$ cat config.mk
export PLATFORM = sky130hd
export DESIGN_NAME = delay_line_mc
export DESIGN_NICKNAME = d
export VERILOG_FILES = /design/src/rtl/delay_line_pkg.sv /design/src/rtl/delay_line_chan.sv /design/src/rtl/delay_line_mc.sv
export SDC_FILE = /design/constraint.sdc
export NUM_CORES = 2
export LEC_CHECK = 0
export CORE_MARGIN = 5
export CORE_UTILIZATION = 30
export CTS_CLUSTER_DIAMETER = 80
export DETAILED_ROUTE_END_ITERATION = 10
export HOLD_SLACK_MARGIN = 0.15
export PLACE_DENSITY = 0.47
export SLEW_MARGIN = 20
export SYNTH_ARGS = -nofsm -noshare
export SYNTH_HDL_FRONTEND = slang
export SYNTH_SLANG_ARGS = --single-unit
$ cat constraint.sdc
create_clock -name clk -period 11.2 [get_ports clk]
set_input_delay 1.68 -clock clk [delete_from_list [all_inputs] [get_ports clk]]
set_output_delay 1.68 -clock clk [all_outputs]
set_load 0.005 [all_outputs]
$ cat src/rtl/delay_line_pkg.sv
// delay_line_pkg: shared types, widths and channel-bus pack/unpack helpers for delay_line_mc
package delay_line_pkg;
  localparam int N_DEF = 16;
  localparam int DW_DEF = 24;
  localparam int CH_DEF = 2;
  typedef logic [$clog2(N_DEF)-1:0] ptr_t;
  function automatic int sum_width(input int dw, input int n);
    return dw + $clog2(n);
  endfunction
  localparam int SW_DEF = sum_width(DW_DEF, N_DEF);
  function automatic logic [CH_DEF*DW_DEF-1:0] pack_data(input logic signed [DW_DEF-1:0] s [CH_DEF]);
    logic [CH_DEF*DW_DEF-1:0] b;
    for (int c = 0; c < CH_DEF; c++) b[c*DW_DEF +: DW_DEF] = s[c];
    return b;
  endfunction
  function automatic logic signed [DW_DEF-1:0] unpack_data(input logic [CH_DEF*DW_DEF-1:0] b, input int c);
    return b[c*DW_DEF +: DW_DEF];
  endfunction
  function automatic logic signed [SW_DEF-1:0] unpack_sum(input logic [CH_DEF*SW_DEF-1:0] b, input int c);
    return b[c*SW_DEF +: SW_DEF];
  endfunction
endpackage

$ cat src/rtl/delay_line_chan.sv
// delay_line_chan: one channel's circular storage, two masked taps, D=1 bypass and running-sum registers
module delay_line_chan import delay_line_pkg::*; #(
  parameter int N = N_DEF,
  parameter int DATA_WIDTH = DW_DEF,
  parameter int SUM_WIDTH = sum_width(DW_DEF, N_DEF)
) (
  input  logic                        clk,
  input  logic                        rst,
  input  logic                        en,
  input  logic                        clr,
  input  logic [$clog2(N)-1:0]        wr_ptr,
  input  logic [$clog2(N)-1:0]        rd0,
  input  logic [$clog2(N)-1:0]        rd1,
  input  logic                        use0,
  input  logic                        use1,
  input  logic                        byp,
  input  logic signed [DATA_WIDTH-1:0] din,
  output logic signed [DATA_WIDTH-1:0] dout,
  output logic signed [SUM_WIDTH-1:0]  sum
);
  logic [DATA_WIDTH-1:0] mem [N];
  logic signed [DATA_WIDTH-1:0] tap0, tap1;
  always_comb begin
    tap0 = use0 ? mem[rd0] : '0;
    tap1 = byp ? din : use1 ? mem[rd1] : '0;
  end
  // taps read the pre-write contents, so tap D at wr_ptr still sees the oldest sample
  always_ff @(posedge clk)
    if (en && !rst) mem[wr_ptr] <= din;
  always_ff @(posedge clk)
    if (rst) begin
      dout <= '0;
      sum <= '0;
    end else if (en) begin
      dout <= tap1;
      sum <= (clr ? '0 : sum) + SUM_WIDTH'(din) - SUM_WIDTH'(tap0);
    end else if (clr) begin
      dout <= '0;
      sum <= '0;
    end
endmodule

$ cat src/rtl/delay_line_mc.sv
// delay_line_mc: multi-channel programmable-depth delay line with running sums over the last D samples
module delay_line_mc import delay_line_pkg::*; #(
  parameter int N = N_DEF,
  parameter int DATA_WIDTH = DW_DEF,
  parameter int CHANNELS = CH_DEF,
  parameter int SUM_WIDTH = sum_width(DATA_WIDTH, N)
) (
  input  logic                           clk,
  input  logic                           rst,
  input  logic                           en,
  input  logic [$clog2(N):0]             delay,
  input  logic [CHANNELS*DATA_WIDTH-1:0] data_in,
  output logic [CHANNELS*DATA_WIDTH-1:0] data_out,
  output logic [CHANNELS*SUM_WIDTH-1:0]  sum_out,
  output logic                           primed,
  output logic                           delay_err
);
  localparam int PW = $clog2(N);
  localparam int FW = PW + 1;
  localparam logic [FW-1:0] NF = FW'(N);
  logic [PW-1:0] wr_ptr, rd0, rd1;
  logic [FW-1:0] fill, delay_q, d_eff, f_eff, fill_nx;
  logic chg, use0, use1, byp;
  // a delay change takes effect before any sample accepted in the same cycle
  always_comb begin
    delay_err = delay == '0 || delay > NF;
    chg = !delay_err && delay != delay_q;
    d_eff = chg ? delay : delay_q;
    f_eff = chg ? '0 : fill;
    fill_nx = f_eff == NF ? NF : f_eff + 1'b1;
    use0 = f_eff >= d_eff;
    use1 = f_eff >= d_eff - 1'b1;
    byp = d_eff == FW'(1);
    rd0 = wr_ptr - d_eff[PW-1:0];
    rd1 = rd0 + 1'b1;
  end
  always_ff @(posedge clk)
    if (rst) begin
      wr_ptr <= '0;
      fill <= '0;
      delay_q <= NF;
      primed <= 1'b0;
    end else begin
      if (chg) delay_q <= delay;
      if (en) begin
        wr_ptr <= wr_ptr + 1'b1;
        fill <= fill_nx;
        primed <= fill_nx >= d_eff;
      end else if (chg) begin
        fill <= '0;
        primed <= 1'b0;
      end
    end
  for (genvar i = 0; i < CHANNELS; i++) begin : g_chan
    delay_line_chan #(.N(N), .DATA_WIDTH(DATA_WIDTH), .SUM_WIDTH(SUM_WIDTH)) u_chan (
      .clk(clk), .rst(rst), .en(en), .clr(chg),
      .wr_ptr(wr_ptr), .rd0(rd0), .rd1(rd1),
      .use0(use0), .use1(use1), .byp(byp),
      .din(data_in[i*DATA_WIDTH +: DATA_WIDTH]),
      .dout(data_out[i*DATA_WIDTH +: DATA_WIDTH]),
      .sum(sum_out[i*SUM_WIDTH +: SUM_WIDTH])
    );
  end
endmodule

==> flow_summary.ini <==
[status]
outcome = finished clean

[layout]
final_area_mm2 = 0.0528
final_cells = 5062
drive_gt1_share_pct = 23.6
final_common_cell = edfxtp_1
area_growth_pct = 16.6
fin_nets = 3150
final_cell_mix = edfxtp_1 (768), mux4_2 (432), inv_1 (160)

[sta]
slew_violations = 0
whs_ns = 0.466
fin_skew_ns = 0.0195
setup_violations = 0
max_freq_mhz = 105
setup_tns_ns = 0
rsz0062_at_grt = no
hold_viol = 0
finalCritPeriodShare_pct = 84.7
tightest_slew_ns = 1.09
min_period_ns = 9.48
slew_headroom_pct = 27.3

[drt]
dr.pass1.iters = 5
vias = 27400
wl_per_cell_um = 28.6
drc = 0
drtAntennaViolNets = 0
drt_iter0_markers = 2224
finalWirelength_mm = 145
via_per_inst = 5.42

[synthesis]
synth-edff-count = 768
synthesis.area_mm2 = 0.0453
syn_inst = 2829
ys.flop_type = edfxtp_1
synth_fp_nets = 3018
synth.avg_cell_area_um2 = 16.0
yosys.area.top_type_share_pct = 51.0
async_reset_ff_share_pct = 0
synth_seq_area_share_pct = 56.2
synth_top_area_cell = edfxtp_1
yosysWarnings = 0
synth_cell_types = 72
synth-seq-cells = 887
synthTopCellsByArea = edfxtp_1 (51%), mux4_2 (21%), dfxtp_1 (5.3%)

[clocking]
clock_sinks = 887
postCtsHoldBufs = 0
ctsLongestPathBuffers = 3
cts_tree = built
clk_pin_slew_ns = 0.06
cts_setup_buffers = 0
root_buffer = clkbuf_16
cts_htree_levels = 3
clk_latency_ns = 0.69
cts_resized = 0
cts_buffers = 99

[flow_run]
cap_viol_max_count = 0

[floorplanning]
dieArea_mm2 = 0.159
dieWidth_um = 398
io_pins = 162
die_h_um = 398
initial_core_util_pct = 30.2
rows = 142
core_area_mm2 = 0.150

[setup_path]
r2r_slack_ns = 3.40
path_class = input pin to flip-flop
reg2reg_from = delay_q[2]
critPathCaptureType = flip-flop
crit_fanout = 34
cp-start-kind = input pin
arrival_ns = 10.04
rr_worst_depth = 23
r2r_end = g_chan[1].u_chan.sum[20]
required_ns = 11.76

[global_route]
grt_max_degree = 128
grt_pass1_wl_mm = 208
antenna_found_initial = 10
first_global_vias = 28600
grt-ovfl-total = 0
grt_usage_pct = 18.0

[power_and_ir_drop]
p_leak_nw = 17.4
power_density_mw_per_mm2 = 211
ir_drop_v = 0.000138

[placed_design]
numPortBuffers = 161
hpwl_mm = 86.0
placed_area_mm2 = 0.0494
dp.cells = 4876
gp_routability_congestion = 0.788

[worst_hold_path]
holdPathStages = 2
hp-class = flip-flop to flip-flop
hold_end = primed
hp-start = primed
## per-layer routing
layer | global-route usage [%] | vias to the layer above | part of all wire (%)
met3 | 2.96 | 202 | 5.4
met5 | 0 | - | 0.045
li1 | - | 11700 | -
met4 | 5.11 | 10 | 2.5
met1 | 24.1 | 14700 | 43
met2 | 30.3 | 818 | 49
## flip-flops by register name, indices dropped and copies added, names as in the netlist
signal and cells:
primed 1, g_chan.u_chan.mem 768, g_chan.u_chan.dout 48, g_chan.u_chan.sum 56, delay_q 5, fill 5
wr_ptr 4
## worst max path at each step
stage             start                       end  slack [ns]  cells past startpoint
2_1_floorplan  delay[3]  g_chan[1].u_chan.sum[20]        2.93                     23
3_3_place_gp   delay[3]  g_chan[1].u_chan.sum[20]        1.12                     22
3_5_place_dp   delay[2]  g_chan[1].u_chan.sum[20]        1.13                     22
4_1_cts        delay[2]  g_chan[1].u_chan.sum[20]        1.83                     22
5_1_grt        delay[2]  g_chan[1].u_chan.sum[20]        1.21                     22
6_report       delay[2]  g_chan[1].u_chan.sum[20]        1.72                     22
## stage by stage
stage	power, mW	setup WS (ns)	utilization, %
global route	11.7	1.21	35.2
floorplan	6.58	2.93	-
global placement	7.76	1.12	32.9
CTS	11.3	1.83	35.2
finish	11.1	1.72	35.2
detailed placement	7.77	1.13	32.9
## synth_stat cells, drive strengths merged (12+ instances only)
cell type and number:
edfxtp 768, mux4 432, inv 162, clkbuf 147, nand2 145, nor2 136, dfxtp 119, o211ai 112
a211oi 101, a21oi 87, ha 78, mux2i 61, fa 55, nor2b 54, buf 49, or4 42
xnor2 34, o21ai 33, a21o 28, xor2 23, nand3 16, and2 13, a211o 12, a31oi 12
## critical path: stages
cell and delay (ns):
clkdlybuf4s50_1 0.56, nor4_4 0.47, xnor2_4 0.23, mux2i_1 0.40, inv_1 0.21, ha_4 0.21, fa_4 1.26, mux4_2 0.40
nor2b_1 0.14, a211oi_1 0.25, a211o_1 0.16, fa_1 0.42, ha_1 0.36, a2111oi_0 0.52, o21ai_0 0.34, a311oi_1 0.41
o21ai_0 0.18, a221oi_1 0.88, o21ai_0 0.32, a31oi_1 0.27, mux2i_1 0.20, o21ai_0 0.10
## cell type report
cell class                 count  area [um2]
fill                       14300       97200
sequential                   887       25400
multi-input combinational   1584       18600
clock buffer                 137        2790
tap                         2016        2520
timing repair buffer         227        2220
clock inverter                47         626
inverter                     162         613
antenna                        2        5.00
## power breakdown
group,internal [mW],switching (mW),total [mW],leakage [nW]
logic,1.81,2.03,3.84,7.85
clock network,2.08,1.36,3.44,1.66
registers,3.71,0.132,3.84,7.89
## logic make-up (layout without fill, tap and decap cells)
logic type      count (synthesis)  in the layout  synth area share [%]
flops                         887            887                  56.2
mux                           495            495                  22.9
simple gates                  467            467                  5.03
compound gates                430            430                  6.79
buf+inv                       358            573                  3.20
fa+ha+maj                     135            135                  4.64
xor+xnor                       57             57                  1.22
other cells                     0              2                     0
Power figures use the tool's default switching activity.
